**config.mk**
```make
export PLATFORM = sky130hd
export DESIGN_NAME = q_timing_queue_flat
export DESIGN_NICKNAME = d
export VERILOG_FILES = /design/src/rtl/q_timing_queue_if.sv /design/src/rtl/q_timing_queue.sv /design/src/flat_wrapper.sv
export SDC_FILE = /design/constraint.sdc
export NUM_CORES = 1
export LEC_CHECK = 0
export BUFFER_PORTS_ARGS = -buffer_cell sky130_fd_sc_hd__buf_2
export CORE_MARGIN = 2
export CORE_UTILIZATION = 40
export DETAILED_ROUTE_END_ITERATION = 8
export PLACE_DENSITY = 0.6
export SLEW_MARGIN = 20
export SYNTH_ARGS = -nofsm -noshare
export SYNTH_HDL_FRONTEND = slang
export SYNTH_SLANG_ARGS = --single-unit
```
**constraint.sdc**
```tcl
create_clock -name clk -period 7.9 [get_ports clk]
set_clock_uncertainty 0.15 [all_clocks]
set_input_delay 0.79 -clock clk [delete_from_list [all_inputs] [get_ports clk]]
set_output_delay 0.79 -clock clk [all_outputs]
set_load 0.05 [all_outputs]
```
**src/rtl/q_timing_queue_if.sv**
```systemverilog
// q_timing_queue_if
// Purpose : groups the two handshakes of the timing-point buffer.
//           The op side carries decoded quantum ops into the buffer.
//           The issue side carries released ops out to the pulse interface.
// Signals : op_valid/op_data (into the buffer), op_ready (out of the buffer),
//           issue_valid/issue_data/issue_ts (out of the buffer).
// Modports: master = decoder/pulse-interface side, slave = q_timing_queue.
interface q_timing_queue_if #(
   parameter int DATA_W = 32,
   parameter int TS_W   = 32
);
   logic              op_valid;
   logic [DATA_W-1:0] op_data;
   logic              op_ready;
   logic              issue_valid;
   logic [DATA_W-1:0] issue_data;
   logic [TS_W-1:0]   issue_ts;

   modport master (
      output op_valid, op_data,
      input  op_ready, issue_valid, issue_data, issue_ts
   );

   modport slave (
      input  op_valid, op_data,
      output op_ready, issue_valid, issue_data, issue_ts
   );
endinterface

```
**src/rtl/q_timing_queue.sv**
```systemverilog
// q_timing_queue
// Purpose : timing-point buffer behind the instruction decoder. QWAIT/QWAITR
//           intervals accumulate into a saturating timeline timestamp; each
//           decoded op is tagged with the current timestamp and queued. The
//           head op is released once a free-running run timer reaches its
//           timestamp (at most one release per cycle).
// Ports   : clk, reset_n (async, active low)
//           q_time_write, q_time_sel, wait_imm, wait_reg : timeline advance
//           bus (q_timing_queue_if.slave) : op push and issue handshakes
//           run   : timer enable, also gates issue
//           flush : synchronous clear of FIFO, timeline and timer
//           timer, full, empty : status
//           late_err, ovf_err  : sticky error flags, cleared only by reset_n
// Option  : define Q_LATE_DROP_EN to discard late head entries instead of
//           issuing them.
module q_timing_queue #(
   parameter int DATA_W = 32,
   parameter int IMM_W  = 20,
   parameter int TS_W   = 32,
   parameter int DEPTH  = 8
) (
   input  logic              clk,
   input  logic              reset_n,
   input  logic              q_time_write,
   input  logic              q_time_sel,
   input  logic [IMM_W-1:0]  wait_imm,
   input  logic [TS_W-1:0]   wait_reg,
   q_timing_queue_if.slave   bus,
   input  logic              run,
   input  logic              flush,
   output logic [TS_W-1:0]   timer,
   output logic              full,
   output logic              empty,
   output logic              late_err,
   output logic              ovf_err
);
   localparam int                PTR_W   = $clog2(DEPTH);
   localparam int                CNT_W   = PTR_W + 1;
   localparam logic [CNT_W-1:0]  DEPTH_C = CNT_W'(DEPTH);
   localparam logic [CNT_W-1:0]  CNT_ONE = CNT_W'(1);
   localparam logic [PTR_W-1:0]  PTR_ONE = PTR_W'(1);
   localparam logic [TS_W-1:0]   TS_ONE  = TS_W'(1);
   localparam logic [TS_W-1:0]   TS_MAX  = {TS_W{1'b1}};

   logic [DATA_W-1:0] mem_data_q [DEPTH];
   logic [TS_W-1:0]   mem_ts_q   [DEPTH];

   logic [TS_W-1:0]   tl_ts_q, tl_ts_d;
   logic [TS_W-1:0]   timer_q, timer_d;
   logic [PTR_W-1:0]  wr_ptr_q, wr_ptr_d;
   logic [PTR_W-1:0]  rd_ptr_q, rd_ptr_d;
   logic [CNT_W-1:0]  count_q, count_d;
   logic              issue_valid_q, issue_valid_d;
   logic [DATA_W-1:0] issue_data_q, issue_data_d;
   logic [TS_W-1:0]   issue_ts_q, issue_ts_d;
   logic              late_err_q, late_err_d;
   logic              ovf_err_q, ovf_err_d;

   logic [TS_W-1:0]   interval_s;
   logic [TS_W-1:0]   sum_s;
   logic              carry_s;
   logic [DATA_W-1:0] head_data_s;
   logic [TS_W-1:0]   head_ts_s;
   logic              full_s, empty_s;
   logic              push_s, drop_s, pop_s, late_s, fire_s;

   // Datapath decode: interval select, saturating sum, FIFO head and handshake qualifiers.
   always_comb begin
      interval_s       = q_time_sel ? wait_reg : TS_W'(wait_imm);
      {carry_s, sum_s} = {1'b0, tl_ts_q} + {1'b0, interval_s};
      head_data_s      = mem_data_q[rd_ptr_q];
      head_ts_s        = mem_ts_q[rd_ptr_q];
      full_s           = (count_q == DEPTH_C);
      empty_s          = (count_q == {CNT_W{1'b0}});
      // Push is judged against the registered count, so a full FIFO rejects
      // the op even if the head pops in the same cycle.
      push_s           = bus.op_valid && !full_s && !flush;
      drop_s           = bus.op_valid && full_s && !flush;
      // Uses the pre-increment timer value.
      pop_s            = run && !empty_s && (head_ts_s <= timer_q) && !flush;
      late_s           = pop_s && (head_ts_s < timer_q);
`ifdef Q_LATE_DROP_EN
      fire_s           = pop_s && !late_s;
`else
      fire_s           = pop_s;
`endif
   end

   // Next-state logic; flush overrides everything except the sticky flags.
   always_comb begin
      tl_ts_d       = tl_ts_q;
      timer_d       = timer_q;
      wr_ptr_d      = wr_ptr_q;
      rd_ptr_d      = rd_ptr_q;
      count_d       = count_q;
      issue_valid_d = 1'b0;
      issue_data_d  = issue_data_q;
      issue_ts_d    = issue_ts_q;
      late_err_d    = late_err_q | late_s;
      ovf_err_d     = ovf_err_q | drop_s | (q_time_write & carry_s & !flush);
      if (flush) begin
         tl_ts_d  = {TS_W{1'b0}};
         timer_d  = {TS_W{1'b0}};
         wr_ptr_d = {PTR_W{1'b0}};
         rd_ptr_d = {PTR_W{1'b0}};
         count_d  = {CNT_W{1'b0}};
      end else begin
         if (q_time_write) begin
            tl_ts_d = carry_s ? TS_MAX : sum_s;
         end else begin
            tl_ts_d = tl_ts_q;
         end
         timer_d = run ? (timer_q + TS_ONE) : {TS_W{1'b0}};
         if (push_s) begin
            wr_ptr_d = wr_ptr_q + PTR_ONE;
         end else begin
            wr_ptr_d = wr_ptr_q;
         end
         if (pop_s) begin
            rd_ptr_d = rd_ptr_q + PTR_ONE;
         end else begin
            rd_ptr_d = rd_ptr_q;
         end
         if (fire_s) begin
            issue_valid_d = 1'b1;
            issue_data_d  = head_data_s;
            issue_ts_d    = head_ts_s;
         end else begin
            issue_valid_d = 1'b0;
         end
         case ({push_s, pop_s})
            2'b10:   count_d = count_q + CNT_ONE;
            2'b01:   count_d = count_q - CNT_ONE;
            default: count_d = count_q;
         endcase
      end
   end

   // Control and status registers.
   always_ff @(posedge clk or negedge reset_n) begin
      if (!reset_n) begin
         tl_ts_q       <= {TS_W{1'b0}};
         timer_q       <= {TS_W{1'b0}};
         wr_ptr_q      <= {PTR_W{1'b0}};
         rd_ptr_q      <= {PTR_W{1'b0}};
         count_q       <= {CNT_W{1'b0}};
         issue_valid_q <= 1'b0;
         issue_data_q  <= {DATA_W{1'b0}};
         issue_ts_q    <= {TS_W{1'b0}};
         late_err_q    <= 1'b0;
         ovf_err_q     <= 1'b0;
      end else begin
         tl_ts_q       <= tl_ts_d;
         timer_q       <= timer_d;
         wr_ptr_q      <= wr_ptr_d;
         rd_ptr_q      <= rd_ptr_d;
         count_q       <= count_d;
         issue_valid_q <= issue_valid_d;
         issue_data_q  <= issue_data_d;
         issue_ts_q    <= issue_ts_d;
         late_err_q    <= late_err_d;
         ovf_err_q     <= ovf_err_d;
      end
   end

   // FIFO storage; contents need no reset because the count gates every read.
   always_ff @(posedge clk) begin
      if (push_s) begin
         mem_data_q[wr_ptr_q] <= bus.op_data;
         mem_ts_q[wr_ptr_q]   <= tl_ts_q;
      end
   end

   assign bus.op_ready    = !full_s;
   assign bus.issue_valid = issue_valid_q;
   assign bus.issue_data  = issue_data_q;
   assign bus.issue_ts    = issue_ts_q;
   assign timer           = timer_q;
   assign full            = full_s;
   assign empty           = empty_s;
   assign late_err        = late_err_q;
   assign ovf_err         = ovf_err_q;
endmodule

```
**src/flat_wrapper.sv**
```systemverilog
// flat-port wrapper written by rule: the top's interface ports become plain ports
module q_timing_queue_flat 
#(
   parameter int DATA_W = 32,
   parameter int IMM_W  = 20,
   parameter int TS_W   = 32,
   parameter int DEPTH  = 8
)
  (clk, reset_n, q_time_write, q_time_sel, wait_imm, wait_reg, run, flush, timer, full, empty, late_err, ovf_err, bus_op_valid, bus_op_data, bus_op_ready, bus_issue_valid, bus_issue_data, bus_issue_ts);
  q_timing_queue_if #(.DATA_W(DATA_W), .TS_W(TS_W)) bus_i ();
  input  logic clk;
  input  logic reset_n;
  input  logic q_time_write;
  input  logic q_time_sel;
  input  logic [IMM_W-1:0] wait_imm;
  input  logic [TS_W-1:0] wait_reg;
  input  logic run;
  input  logic flush;
  output logic [TS_W-1:0] timer;
  output logic full;
  output logic empty;
  output logic late_err;
  output logic ovf_err;
  input wire logic [$bits(bus_i.op_valid)-1:0] bus_op_valid;
  input wire logic [$bits(bus_i.op_data)-1:0] bus_op_data;
  output wire logic [$bits(bus_i.op_ready)-1:0] bus_op_ready;
  output wire logic [$bits(bus_i.issue_valid)-1:0] bus_issue_valid;
  output wire logic [$bits(bus_i.issue_data)-1:0] bus_issue_data;
  output wire logic [$bits(bus_i.issue_ts)-1:0] bus_issue_ts;
  assign bus_i.op_valid = bus_op_valid;
  assign bus_i.op_data = bus_op_data;
  assign bus_op_ready = bus_i.op_ready;
  assign bus_issue_valid = bus_i.issue_valid;
  assign bus_issue_data = bus_i.issue_data;
  assign bus_issue_ts = bus_i.issue_ts;
  q_timing_queue #(.DATA_W(DATA_W), .IMM_W(IMM_W), .TS_W(TS_W), .DEPTH(DEPTH)) u_core (.clk(clk), .reset_n(reset_n), .q_time_write(q_time_write), .q_time_sel(q_time_sel), .wait_imm(wait_imm), .wait_reg(wait_reg), .bus(bus_i), .run(run), .flush(flush), .timer(timer), .full(full), .empty(empty), .late_err(late_err), .ovf_err(ovf_err));
endmodule
```
Word level (Yosys, flattened, before mapping):

Memory sizes are Yosys's and may differ from the RTL's. A register that Yosys moved wholly into a read port is not among the register bits.
Index checks and enable logic that the tools add are counted.

* register bits: 109
* RAM bits: 512
* input bits: 91
* word-level logic and storage cells: 62
* memories kept: 2

Memory list
* u_core.mem_data_q: depth 8, bits a word 32, read ports 1, clocked after Yosys merged registers in 1, write ports 1, line q_timing_queue.sv:45 `logic [DATA_W-1:0] mem_data_q [DEPTH];`
* u_core.mem_ts_q: depth 8, bits a word 32, read ports 1, clocked after Yosys merged registers in 0, write ports 1, line q_timing_queue.sv:46 `logic [TS_W-1:0] mem_ts_q [DEPTH];`

* $add $sub $neg: 6
* order comparisons: 2
* equal/unequal tests: 3
* mux-type cells: 16
* bitwise logic cells: 6
* reduce and logical (&&, ||, !) cells: 18

Operators by type and width (count)
* 32-bit two-way mux: 6
* 32-bit by 32-bit adder with 33-bit output: 1
* 32-bit by 1-bit adder with 32-bit output, second input constant: 1
* 32-bit less-or-equal comparator: 1
* 32-bit < comparator: 1
* 3-bit two-way mux: 4
* 1-bit logical AND: 8
* 4-bit case mux with 2 select lines: 1
* 3-bit by 1-bit adder with 3-bit output, second input constant: 2
* 2-bit nonzero test: 3
* 4-bit by 1-bit adder with 4-bit output, second input constant: 1
* 4-bit equality test, second input constant: 1
* 1-bit logical NOT: 4
* 4-bit logical NOT: 1
* 1-bit two-way mux: 4
* 4-bit two-way mux: 1
* 4-bit by 1-bit subtractor with 4-bit output, second input constant: 1
* 1-bit bitwise OR: 3
* 3-bit nonzero test: 1
* 1-bit bitwise AND: 2
* 2-bit by 1-bit equality test with 1-bit output, second input constant: 1
* 2-bit equality test, second input constant: 1
* 2-bit AND reduction: 1
* 1-bit inverter: 1

Longest topological paths before layout:

* depth after elaboration: 8
* depth in mapped cells: 23
* gate-level depth less buffers: 18

Least setup slack after synthesis:

No wires, ideal clock.

* path kind: input -> register
* from: input bus_op_valid
* to: memory u_core.mem_data_q[0][0] (enable)
* data arrival time: 6045 ps
* data required time: 7185 ps
* slack: 1140 ps
* stages on the path: 4
* buffers on the path: 1
* path through: clkbuf_1 -> nand2_1 -> or3_1 -> nor3_1

* word-level cells in the longest chain between the ends: 4

RTL lines
* start: declaration: line flat_wrapper.sv:24 `input wire logic [$bits(bus_i.op_valid)-1:0] bus_op_valid;`
* 1-bit logical AND (2 in a row): line q_timing_queue.sv:77 `push_s = bus.op_valid && !full_s && !flush;`
* 1-bit two-way mux: line q_timing_queue.sv:168 `if (push_s) begin`
* 1-bit two-way mux (not written as such): line q_timing_queue.sv:169 `mem_data_q[wr_ptr_q] <= bus.op_data;`
* end: declaration: line q_timing_queue.sv:45

Every way passes these cells.

Worst setup path in the final report:

* from: register u_core.rd_ptr_q[0]
* to: register u_core.count_q[3]

* word-level cells in the longest chain between the ends: 7

RTL lines
* start: declaration: line q_timing_queue.sv:51 `logic [PTR_W-1:0] rd_ptr_q, rd_ptr_d;`
* start signal: assignment: line q_timing_queue.sv:145 `rd_ptr_q <= {PTR_W{1'b0}};`
* start signal: assignment: line q_timing_queue.sv:156 `rd_ptr_q <= rd_ptr_d;`
* memory read 8 x 32 bit (*)
* net u_core.head_ts_s[29]: line q_timing_queue.sv:63 `logic [TS_W-1:0] head_ts_s;`
* 32-bit less-or-equal comparator (*): line q_timing_queue.sv:80 `pop_s = run && !empty_s && (head_ts_s <= timer_q) && !flush;`
* 1-bit logical AND (*) (2 in a row): line q_timing_queue.sv:80
* 2-bit by 1-bit equality test with 1-bit output / 2-bit equality test (equally long branches): line q_timing_queue.sv:131 `case ({push_s, pop_s})`
* 4-bit case mux with 2 select lines: line q_timing_queue.sv:131
* 4-bit two-way mux: line q_timing_queue.sv:101 `if (flush) begin`
* end signal: assignment: line q_timing_queue.sv:146 `count_q <= {CNT_W{1'b0}};`
* end signal: assignment: line q_timing_queue.sv:157 `count_q <= count_d;`
* end: declaration: line q_timing_queue.sv:52 `logic [CNT_W-1:0] count_q, count_d;`

Mark *: on every way through the listed nets, which the timed path passes. The rest lies on a longest branch.
A chain may end at the register's enable or synchronous reset.

==> results.yml <==
power:
  pwr-share-comb_pct: 18.2
  clkPwrFrac_pct: 35.4
  total_power_mw: 9.08
  internal_power_mw: 6.40
  power_frac_seq_pct: 46.4
  switchingPower_mw: 2.68
  p_sw_share_pct: 29.5
  leakage_nw: 11.4
  powerDensity_nw_per_um2: 282
  peakVddDrop_mv: 0.136
finish:
  area_growth_pct: 16.0
  fillers: 5927
  layout_commonest_cell: "edfxtp_1"
  final_cells: 2856
  layout_common_cells: "512 x edfxtp_1, 191 x buf_2, 138 x dfrtp_1, 134 x nor2_1, 128 x mux4_2"
  finalInstanceArea_um2: 32200
  finalNetCount: 2026
  fin_util_pct: 46.8
  drive_above_1_share_pct: 28.6
global_route:
  grt_util_all_layers_pct: 17.8
  grt_max_degree: 90
  antenna_found_initial: 8
  grt-ovfl-total: 0
  grt_pass1_wl_um: 95300
  grt_pass1_vias: 15700
sta:
  setup_viol: 0
  setup_tns_ps: 0
  period_share_pct: 74.0
  max_slew_margin_pct: 27.7
  final_max_slew_viol_count: 0
  holdWs_ps: 302
  max_clock_freq_mhz: 171
  setup_ws_ps: 2050
  finalHoldViolCount: 0
  worst_pin_slew_ps: 1080
  period_needed_ps: 5850
  rsz0062_at_grt: "false"
clocking:
  cts_sinks: 653
  ctsRootBufferMaster: "clkbuf_16"
  clk_latency_ps: 610
  htree_levels: 3
  numCtsBuffers: 68
  cts_tree: "done"
  cts_max_path_buffers: 3
  clk_pin_slew_worst_paths_ps: 60
  postCtsSetupBuffers: 0
drt:
  routedWlPerCell_um: 22.1
  wl_um: 63200
  first_iter_violations: 1226
  ant_nets: 0
  drcViolationCount: 0
  via_per_inst: 5.35
  vias: 15300
  first_pass_iters: 6
synthesis:
  avgSynthCellArea_um2: 16.8
  synth_cell_types: 60
  syn_nets: 1810
  ys_warn_count: 0
  synthFlopType: "edfxtp_1"
  ys_seq_area_share_pct: 68.1
  ys_seq_elements: 653
  synthCells: 1648
  synthArstFlopShare_pct: 21.6
  synth_edf_count: 512
  syn_area_um2: 27800
critical_path:
  worst_setup_path_end_kind: "flip-flop"
  path_class: "flip-flop to flip-flop"
  critPathArrivalTime_ps: 6220
  startpoint_type: "flip-flop"
  cp_max_fo: 44
  crit_required_ps: 8270
placed_design:
  gp_congestion: 0.824
  dpl.hpwl_um: 39500
  post_dp_cell_area_um2: 29900
  port_buffers: 192
  pre_cts_ws_ps: 1970
  placed_cells: 2723
die:
  io_pins: 193
  row_count: 96
  start_util_pct: 40.4
  die_w_um: 267
  core_um2: 68700
  die_y_um: 267
  die_area_um2: 71500
hold_path:
  worstHoldPathType: "input port to flip-flop"
status:
  status: "complete, no violations"
flow_run:
  maxCapViolCount: 0
## power groups by stage
stage / Clock [mW] / Sequential [mW] / Combinational (mW)
2_1_floorplan: 0 / 4.79 / 0.634
3_3_place_gp: 0 / 4.28 / 1.64
3_5_place_dp: 0 / 4.29 / 1.67
4_1_cts: 3.28 / 4.22 / 1.67
5_1_grt: 3.41 / 4.25 / 1.77
6_report: 3.21 / 4.21 / 1.65
## what timing repair did
action / 4_1_cts / 5_1_grt
hold buffers: 1 / 0
gates resized for setup: 0 / 0
hold endpoints to repair: 40 / 0
## Yosys cell counts (19+ instances only)
library cell  instances  share of area (%)
edfxtp_1            512                 55
mux4_2              128                 10
a311oi_1             19               0.60
o21ai_0              19               0.34
xnor2_1              41                1.3
inv_1                47               0.64
nand3_1              19               0.34
a21o_1               33               0.89
a21oi_1              73                1.3
nand2_1              38               0.51
xor2_1               23               0.73
dfrtp_1             141                 13
clkbuf_1             43               0.58
mux2_2               81                3.3
mux2i_1              38                1.4
nor2_1              140                1.9
ha_1                 69                3.1
## critical path: stages (launching register included)
cell	delay, ps
dfrtp_4	1030
mux4_2	600
mux2_2	320
ha_1	310
nand4_1	210
nor3_2	330
nand4_1	180
or3_1	430
nor3_1	380
o21a_4	370
and2_1	240
ha_1	250
a21o_1	180
a21oi_1	270
nand2_1	90
nor3_1	180
mux2i_1	110
nand3_1	120
## path summary, 6_finish.rpt
check	from	slack, ps	end	cells after the start
max	u_core.rd_ptr_q[0]	2050	u_core.count_q[3]	17
min	bus_op_data[24]	300	u_core.mem_data_q[4][24]	1
max reg2reg	u_core.rd_ptr_q[0]	2050	u_core.count_q[3]	17
min reg2reg	u_core.ovf_err	340	u_core.ovf_err	1
max in group asynchronous	reset_n	5250	u_core.bus.issue_data[20]	4
min in group asynchronous	reset_n	530	u_core.tl_ts_q[6]	2
## logic make-up after synthesis
group	after synthesis	synth area share (%)
buffers and inverters	123	1.81
muxes	247	15.0
adders and majority gates	71	3.25
DFF	653	68.1
xor gates and xnor gates	64	2.02
AOI/OAI and AO/OA	199	4.80
and+or+nand+nor	291	4.97
## flip-flops by register name, indices dropped and copies added (netlist names)
name                    cells
u_core.bus.issue_ts        32
u_core.count_q              4
u_core.bus.issue_data      32
u_core.timer               32
u_core.mem_ts_q           256
u_core.ovf_err              1
u_core.wr_ptr_q             3
u_core.late_err             1
u_core.tl_ts_q             32
u_core.mem_data_q         256
u_core.rd_ptr_q             3
u_core.bus.issue_valid      1
## per-layer routing
metal	up-vias	wire length [um]	global-route usage [%]
met4	0	1530	6.66
met2	425	29600	28.0
met3	94	3260	2.48
met5	-	0	0
met1	7879	28800	25.4
li1	6873	-	-
## layout make-up
type                       count  area [um^2]  area share, %
timing repair buffer         221         1240           3.85
clock buffer                  95         1920           5.96
tap                          931         1160           3.62
antenna                        5         12.5         0.0389
clock inverter                31          339           1.05
inverter                      48          180          0.560
sequential                   653        18900           58.8
multi-input combinational    872         8420           26.2
Power figures use the tool's default switching activity.
